--- src/rtl/delay_tap_controller.sv ---
// Command-side controller for a 9-bit variable-load delay line: accepts load/inc/dec/re-apply
// requests, saturates the tap to 0..511, strobes the load line, then waits a settle interval.
module delay_tap_controller #(
    parameter int unsigned LOAD_CYCLES   = 1,
    parameter int unsigned SETTLE_CYCLES = 16
) (
    input  logic       clk,
    input  logic       reset_n,
    input  logic       req_valid,
    output logic       req_ready,
    input  logic [1:0] req_op,
    input  logic [8:0] req_value,
    output logic       resp_valid,
    output logic [8:0] resp_value,
    output logic       resp_saturated,
    output logic       busy,
    output logic [8:0] current_value,
    output logic       delay__load,
    output logic [8:0] delay__value
);

    typedef enum logic [1:0] {
        IDLE,
        LOAD,
        SETTLE,
        DONE
    } state_t;

    localparam logic [1:0] OP_LOAD  = 2'b00;
    localparam logic [1:0] OP_INC   = 2'b01;
    localparam logic [1:0] OP_DEC   = 2'b10;
    localparam logic [7:0] LOAD_LAST   = 8'(LOAD_CYCLES - 1);
    localparam logic [7:0] SETTLE_LAST = (SETTLE_CYCLES == 0) ? 8'd0 : 8'(SETTLE_CYCLES - 1);

    state_t     state_q, state_d;
    logic [7:0] cnt_q, cnt_d;
    logic [8:0] value_q, value_d;
    logic       sat_q, sat_d;

    logic [9:0] sum;
    logic [8:0] new_value;
    logic       new_sat;

    // Candidate tap for the presented request; the 10-bit sum exposes overflow past 511.
    always_comb begin
        sum       = {1'b0, value_q} + {1'b0, req_value};
        new_value = value_q;
        new_sat   = 1'b0;
        case (req_op)
            OP_LOAD: new_value = req_value;
            OP_INC: begin
                if (sum[9]) begin
                    new_value = 9'd511;
                    new_sat   = 1'b1;
                end else begin
                    new_value = sum[8:0];
                end
            end
            OP_DEC: begin
                if (req_value > value_q) begin
                    new_value = 9'd0;
                    new_sat   = 1'b1;
                end else begin
                    new_value = value_q - req_value;
                end
            end
            default: new_value = value_q;
        endcase
    end

    always_comb begin
        state_d = state_q;
        cnt_d   = cnt_q;
        value_d = value_q;
        sat_d   = sat_q;
        case (state_q)
            IDLE: begin
                if (req_valid) begin
                    value_d = new_value;
                    sat_d   = new_sat;
                    cnt_d   = 8'd0;
                    state_d = LOAD;
                end
            end
            LOAD: begin
                if (cnt_q == LOAD_LAST) begin
                    cnt_d   = 8'd0;
                    state_d = (SETTLE_CYCLES == 0) ? DONE : SETTLE;
                end else begin
                    cnt_d = cnt_q + 8'd1;
                end
            end
            SETTLE: begin
                if (cnt_q == SETTLE_LAST) begin
                    cnt_d   = 8'd0;
                    state_d = DONE;
                end else begin
                    cnt_d = cnt_q + 8'd1;
                end
            end
            default: state_d = IDLE;
        endcase
    end

    always_ff @(posedge clk or negedge reset_n) begin
        if (!reset_n) begin
            state_q <= IDLE;
            cnt_q   <= 8'd0;
            value_q <= 9'd0;
            sat_q   <= 1'b0;
        end else begin
            state_q <= state_d;
            cnt_q   <= cnt_d;
            value_q <= value_d;
            sat_q   <= sat_d;
        end
    end

    assign req_ready      = (state_q == IDLE);
    assign busy           = (state_q != IDLE);
    assign delay__load    = (state_q == LOAD);
    assign resp_valid     = (state_q == DONE);
    assign resp_value     = value_q;
    assign resp_saturated = sat_q;
    assign current_value  = value_q;
    assign delay__value   = value_q;

endmodule

--- config.mk ---
export PLATFORM = sky130hd
export DESIGN_NAME = delay_tap_controller
export DESIGN_NICKNAME = d
export VERILOG_FILES = /design/src/rtl/delay_tap_controller.sv
export SDC_FILE = /design/constraint.sdc
export NUM_CORES = 1
export LEC_CHECK = 0
export CAP_MARGIN = 20
export CORE_MARGIN = 1.5
export CORE_UTILIZATION = 45
export CTS_BUF_LIST = sky130_fd_sc_hd__clkbuf_2 sky130_fd_sc_hd__clkbuf_4 sky130_fd_sc_hd__clkbuf_8
export CTS_CLUSTER_DIAMETER = 200
export DETAILED_ROUTE_END_ITERATION = 8
export GPL_TIMING_DRIVEN = 0
export PLACE_DENSITY_LB_ADDON = 0.1
export SYNTH_ARGS = -nofsm -noshare
export SYNTH_HDL_FRONTEND = slang
export SYNTH_SLANG_ARGS = --single-unit
--- constraint.sdc ---
create_clock -name clk -period 2.9 [get_ports clk]
set_clock_uncertainty 0.15 [all_clocks]
set_input_delay 0.58 -clock clk [delete_from_list [all_inputs] [get_ports clk]]
set_output_delay 0.58 -clock clk [all_outputs]
set_load 0.1 [all_outputs]
# Word level (Yosys, flattened, before mapping)
# Cells that the tools add are included.
# totals
register_bits	20
output_inout_bits	32
inputBits	14
wordCells	41
mem_count	0
mem_bits_ro	0
latch_bits	0
ram_bits	0
# op_classes
n_lt_le_gt_ge	1
bitwise_logic	0
eq_ne	9
mul	0
n_mux	14
n_div	0
addsub	3
n_reduce_logical	10
shift	0
# ops
operator	count
$pmux W9 S3	1
$mux W8	3
$pmux W8 S3	1
$mux W9	2
$add A9 B9 Y10	1
$gt A9 B9 Y1	1
$sub A9 B9 Y9	1
$add A8 B1 Y8 const B	1
$eq A8 B4 Y1 const B	1
$logic_not A8 Y1	1
$eq A2 B2 Y1 const B	3
$mux W2	3
$pmux W2 S3	1
$reduce_and A3 Y1	2
$reduce_bool A3 Y1	2
$eq A2 B1 Y1 const B	2
$logic_not A2 Y1	2
$ne A2 B2 Y1 const B	2
$reduce_and A2 Y1	2
$mux W1	2
$ne A2 B1 Y1 const B	1
$pmux W1 S2	1
$reduce_bool A2 Y1	1

# Logic depth before layout (Yosys ltp)
# logic_depth
ltp_word	3
mapped_depth	9
depth_no_buf	9

# Worst setup path before layout
# OpenSTA, ideal clock, no wires.
# synth_path
path_kind	register -> register
startpoint	register value_q[0] (netlist: current_value[0])
endpoint	register value_q[6] (netlist: current_value[6])
path_slack_ns	-0.069
t_arrival_ns	2.724
n_path_buf	0
stages_incl_launch_ff	10
setup_time_ns	0.096
period_less_slack_ns	2.969
t_required_ns	2.654
cell_sequence	dfrtp_1 -> inv_1 -> ha_1 -> fa_1 -> nand2b_1 -> a2111o_1 -> o311ai_0 -> o211ai_1 -> a21o_1 -> o31ai_1
# synth_between
elab_chain_cells	3
word_cells_on_any_way	6
cone_classes	add/sub (2); order compare (1); mux (3)
# synth_rtl
element	line_no	text
start, declared	37	logic [8:0] value_q, value_d;
start signal, assigned	114	value_q <= value_d;
$sub A9 B9 Y9, or another cell as far along	64	new_value = value_q - req_value;
$mux W9, on equally long branches	60, 52	
$pmux W9 S3 *	49	case (req_op)
# Mark *: on every way between the ends. The rest lies on a longest branch, timed or not.
# A chain may end at the register's enable or synchronous reset.

# Worst setup path after layout
# layout_path
startpoint	input req_value[2]
endpoint	register value_q[6] (netlist: current_value[6])
# layout_between
elab_chain_cells	3
word_cells_on_any_way	6
cone_classes	add/sub (2); order compare (1); mux (3)
# layout_rtl
element	line_no	text
start, declared	12	input logic [8:0] req_value,
$sub A9 B9 Y9, or another cell as far along	64	
$mux W9, on equally long branches	60, 52	
$pmux W9 S3 *	49	
# Marks and branches as above.

==> flow_summary.yaml <==
synth:
  ys.flop_type: "dfrtp_1"
  syn_area_um2: 2270
  synth_edf_count: 0
  yosysTopAreaCellShare_pct: 22.0
  syn_area_per_cell_um2: 8.30
  ys_ff_latch: 20
  syn-num-nets: 318
  synth_warnings: 0
  synth.distinct_cells: 59
  async_flop_share_pct: 100
  yosysTopAreaCell: "dfrtp_1"
  synthTopCellsByArea: "dfrtp_1, ha_1, a21oi_1"
  syn_inst: 274
  yosysSeqAreaShare_pct: 22.0
min_path:
  whs_path_depth: 2
  hold_path.class: "reg2reg"
  holdCritStartpoint: "resp_saturated"
  hold_end: "resp_saturated"
route:
  antenna_left: 0
  wl_met3_um: 216
  wl_um: 5160
  wl_per_cell_um: 13.2
  via_per_inst: 5.25
  via_count: 2049
  wl_met2_um: 2220
  drc_errors: 0
  drt_iter0_markers: 113
  first_pass_iters: 4
  topRoutingLayerUsed: "met4"
  wl_met1_um: 2680
final_layout:
  fin_area_um2: 2900
  nNetsFinal: 368
  layout-drive-gt1-share_pct: 15.2
  num_antenna_cells: 0
  area_growth_pct: 27.7
  post-route-util_pct: 60.7
worst_setup_path:
  r2r_slack_ps: 430
  crit_type: "in2reg"
  timing.rr.start: "current_value[6]"
  critical_path_required_ps: 2930
  critPathMaxFanout: 8
  cp-start-kind: "primary input"
  crit_arrival_ps: 2880
  startpoint: "req_value[2]"
  ff2ff_path_depth: 7
  cp-end-kind: "register"
  r2r_end: "current_value[6]"
sta:
  period_minus_slack_ps: 2850
  worst_pin_slew_ps: 998
  worst_hold_slack_ps: 361
  hold_viol_final: 0
  setup_viol_count_final: 0
  drv_slew: 0
  finalSetupTns_ps: 0
  period_share_pct: 98.4
  max_freq_mhz: 350
  relSlewSlack_pct: 33.3
clock_tree:
  clk_pin_slew_ps: 90
  cts_buffer_depth: 2
  numCtsBuffers: 3
  post_cts_buffers: 0
  htreeDepth: 1
  root_buffer: "clkbuf_8"
  clk_latency_ps: 270
  clkSinkCount: 20
  cts_tree: "done"
  holdBufCountCts: 0
job:
  cap_viol_max_count: 0
global_route:
  grt_pass1_vias: 1708
  antenna_found_initial: 0
  grt_start_max_net_pins: 21
  gr-total-overflow: 0
  grt_pass1_wl_um: 8040
  grtUsageTotal_pct: 18.8
placement:
  io_buffers: 45
  gp_congestion: 0.867
  dp.final_hpwl_um: 3940
  placed_area_um2: 2810
die:
  initial_core_util_pct: 47.5
  io_pins: 46
  coreArea_um2: 4790
  rows: 25
  fp.dieW_um: 74.1
  die_h_um: 74.1
  dieArea_um2: 5490
run_status:
  status: "finished clean"
==> worst max-delay path by stage <==
stage,to,slack [ps],cells after the start
final,current_value[6],50,9
after global placement,current_value[6],-250,9
after global routing,current_value[6],-20,9
after CTS,current_value[0],20,9
after floorplan,current_value[8],50,9
after detailed placement,current_value[6],-240,9
==> registers in the layout, summed over array words and instances, names as in the netlist <==
name            flops
resp_saturated      1
state_q             2
cnt_q               8
current_value       9
==> area by class of cell <==
cell class / count / area (um2)
fill: 459 / 1880
multi-input combinational: 201 / 1520
sequential: 20 / 502
timing repair buffer: 45 / 453
buffer: 26 / 173
inverter: 27 / 101
tap: 67 / 83.8
clock buffer: 3 / 41.3
clock inverter: 1 / 30.0
==> cells in the mapped netlist (2+ instances only) <==
cell type / n
o211a_1: 2
a21o_1: 2
o21ai_1: 2
fa_1: 2
or2_2: 2
dfrtp_1: 20
clkbuf_1: 4
and3_1: 3
nand2b_1: 14
xnor2_1: 9
buf_4: 19
a31oi_1: 3
nand3_1: 3
ha_1: 28
nor3_1: 2
or3_1: 2
buf_2: 3
o21ai_0: 16
a21oi_1: 34
o31ai_1: 4
inv_1: 27
nand2_1: 13
nor2b_1: 4
nor2_1: 19
nor3b_1: 2
o31ai_2: 2
==> cell usage in the layout (no fill, tap or decap), types with 4 or more instances in the layout <==
cell type / Yosys / routed
xnor2_1: 9 / 9
nor2_1: 19 / 19
nand2_1: 13 / 13
dfrtp_1: 20 / 19
buf_4: 19 / 19
nor2b_1: 4 / 4
inv_1: 27 / 27
clkdlybuf4s50_1: 0 / 41
nand2b_1: 14 / 13
clkbuf_1: 4 / 4
a21oi_1: 34 / 34
o31ai_1: 4 / 4
o21ai_0: 16 / 16
ha_1: 28 / 28
==> logic make-up (layout without fill, tap and decap cells) <==
kind of cell / Yosys count / in the layout / synth area share [%]
simple gates: 71 / 71 / 16.7
xor+xnor: 9 / 9 / 3.47
mux: 1 / 1 / 0.495
compound gates: 90 / 90 / 28.2
flops: 20 / 20 / 22.0
fa+ha+maj: 30 / 30 / 17.2
buf+inv: 53 / 102 / 12.0
==> critical path, cell delays in order <==
cell	delay [ps]
clkdlybuf4s50_1	480
inv_1	60
ha_1	410
or3b_4	440
a31oi_4	220
o31ai_4	110
o211a_2	340
a21o_1	180
o31ai_1	60
==> metal layers <==
layer,track usage [%],up-vias
met3,2.44,5
met2,28.2,51
met4,4.94,0
met5,0,-
met1,28.2,945
li1,-,1048
==> timing repair <==
action | in CTS | in global routing
setup endpoints to repair | 2 | 10
resized for setup | 2 | 6
pin swaps | 0 | 1
==> stage by stage <==
step / setup slack, ps / cells
5_1_grt: -23.3 / 390
3_3_place_gp: -249 / 386
2_1_floorplan: 45.7 / 274
4_1_cts: 21.0 / 390
3_5_place_dp: -241 / 386
6_report: 45.9 / 390
Power is not shown: default switching activity piles up to over one toggle a cycle in this logic, so the estimate is an artifact.
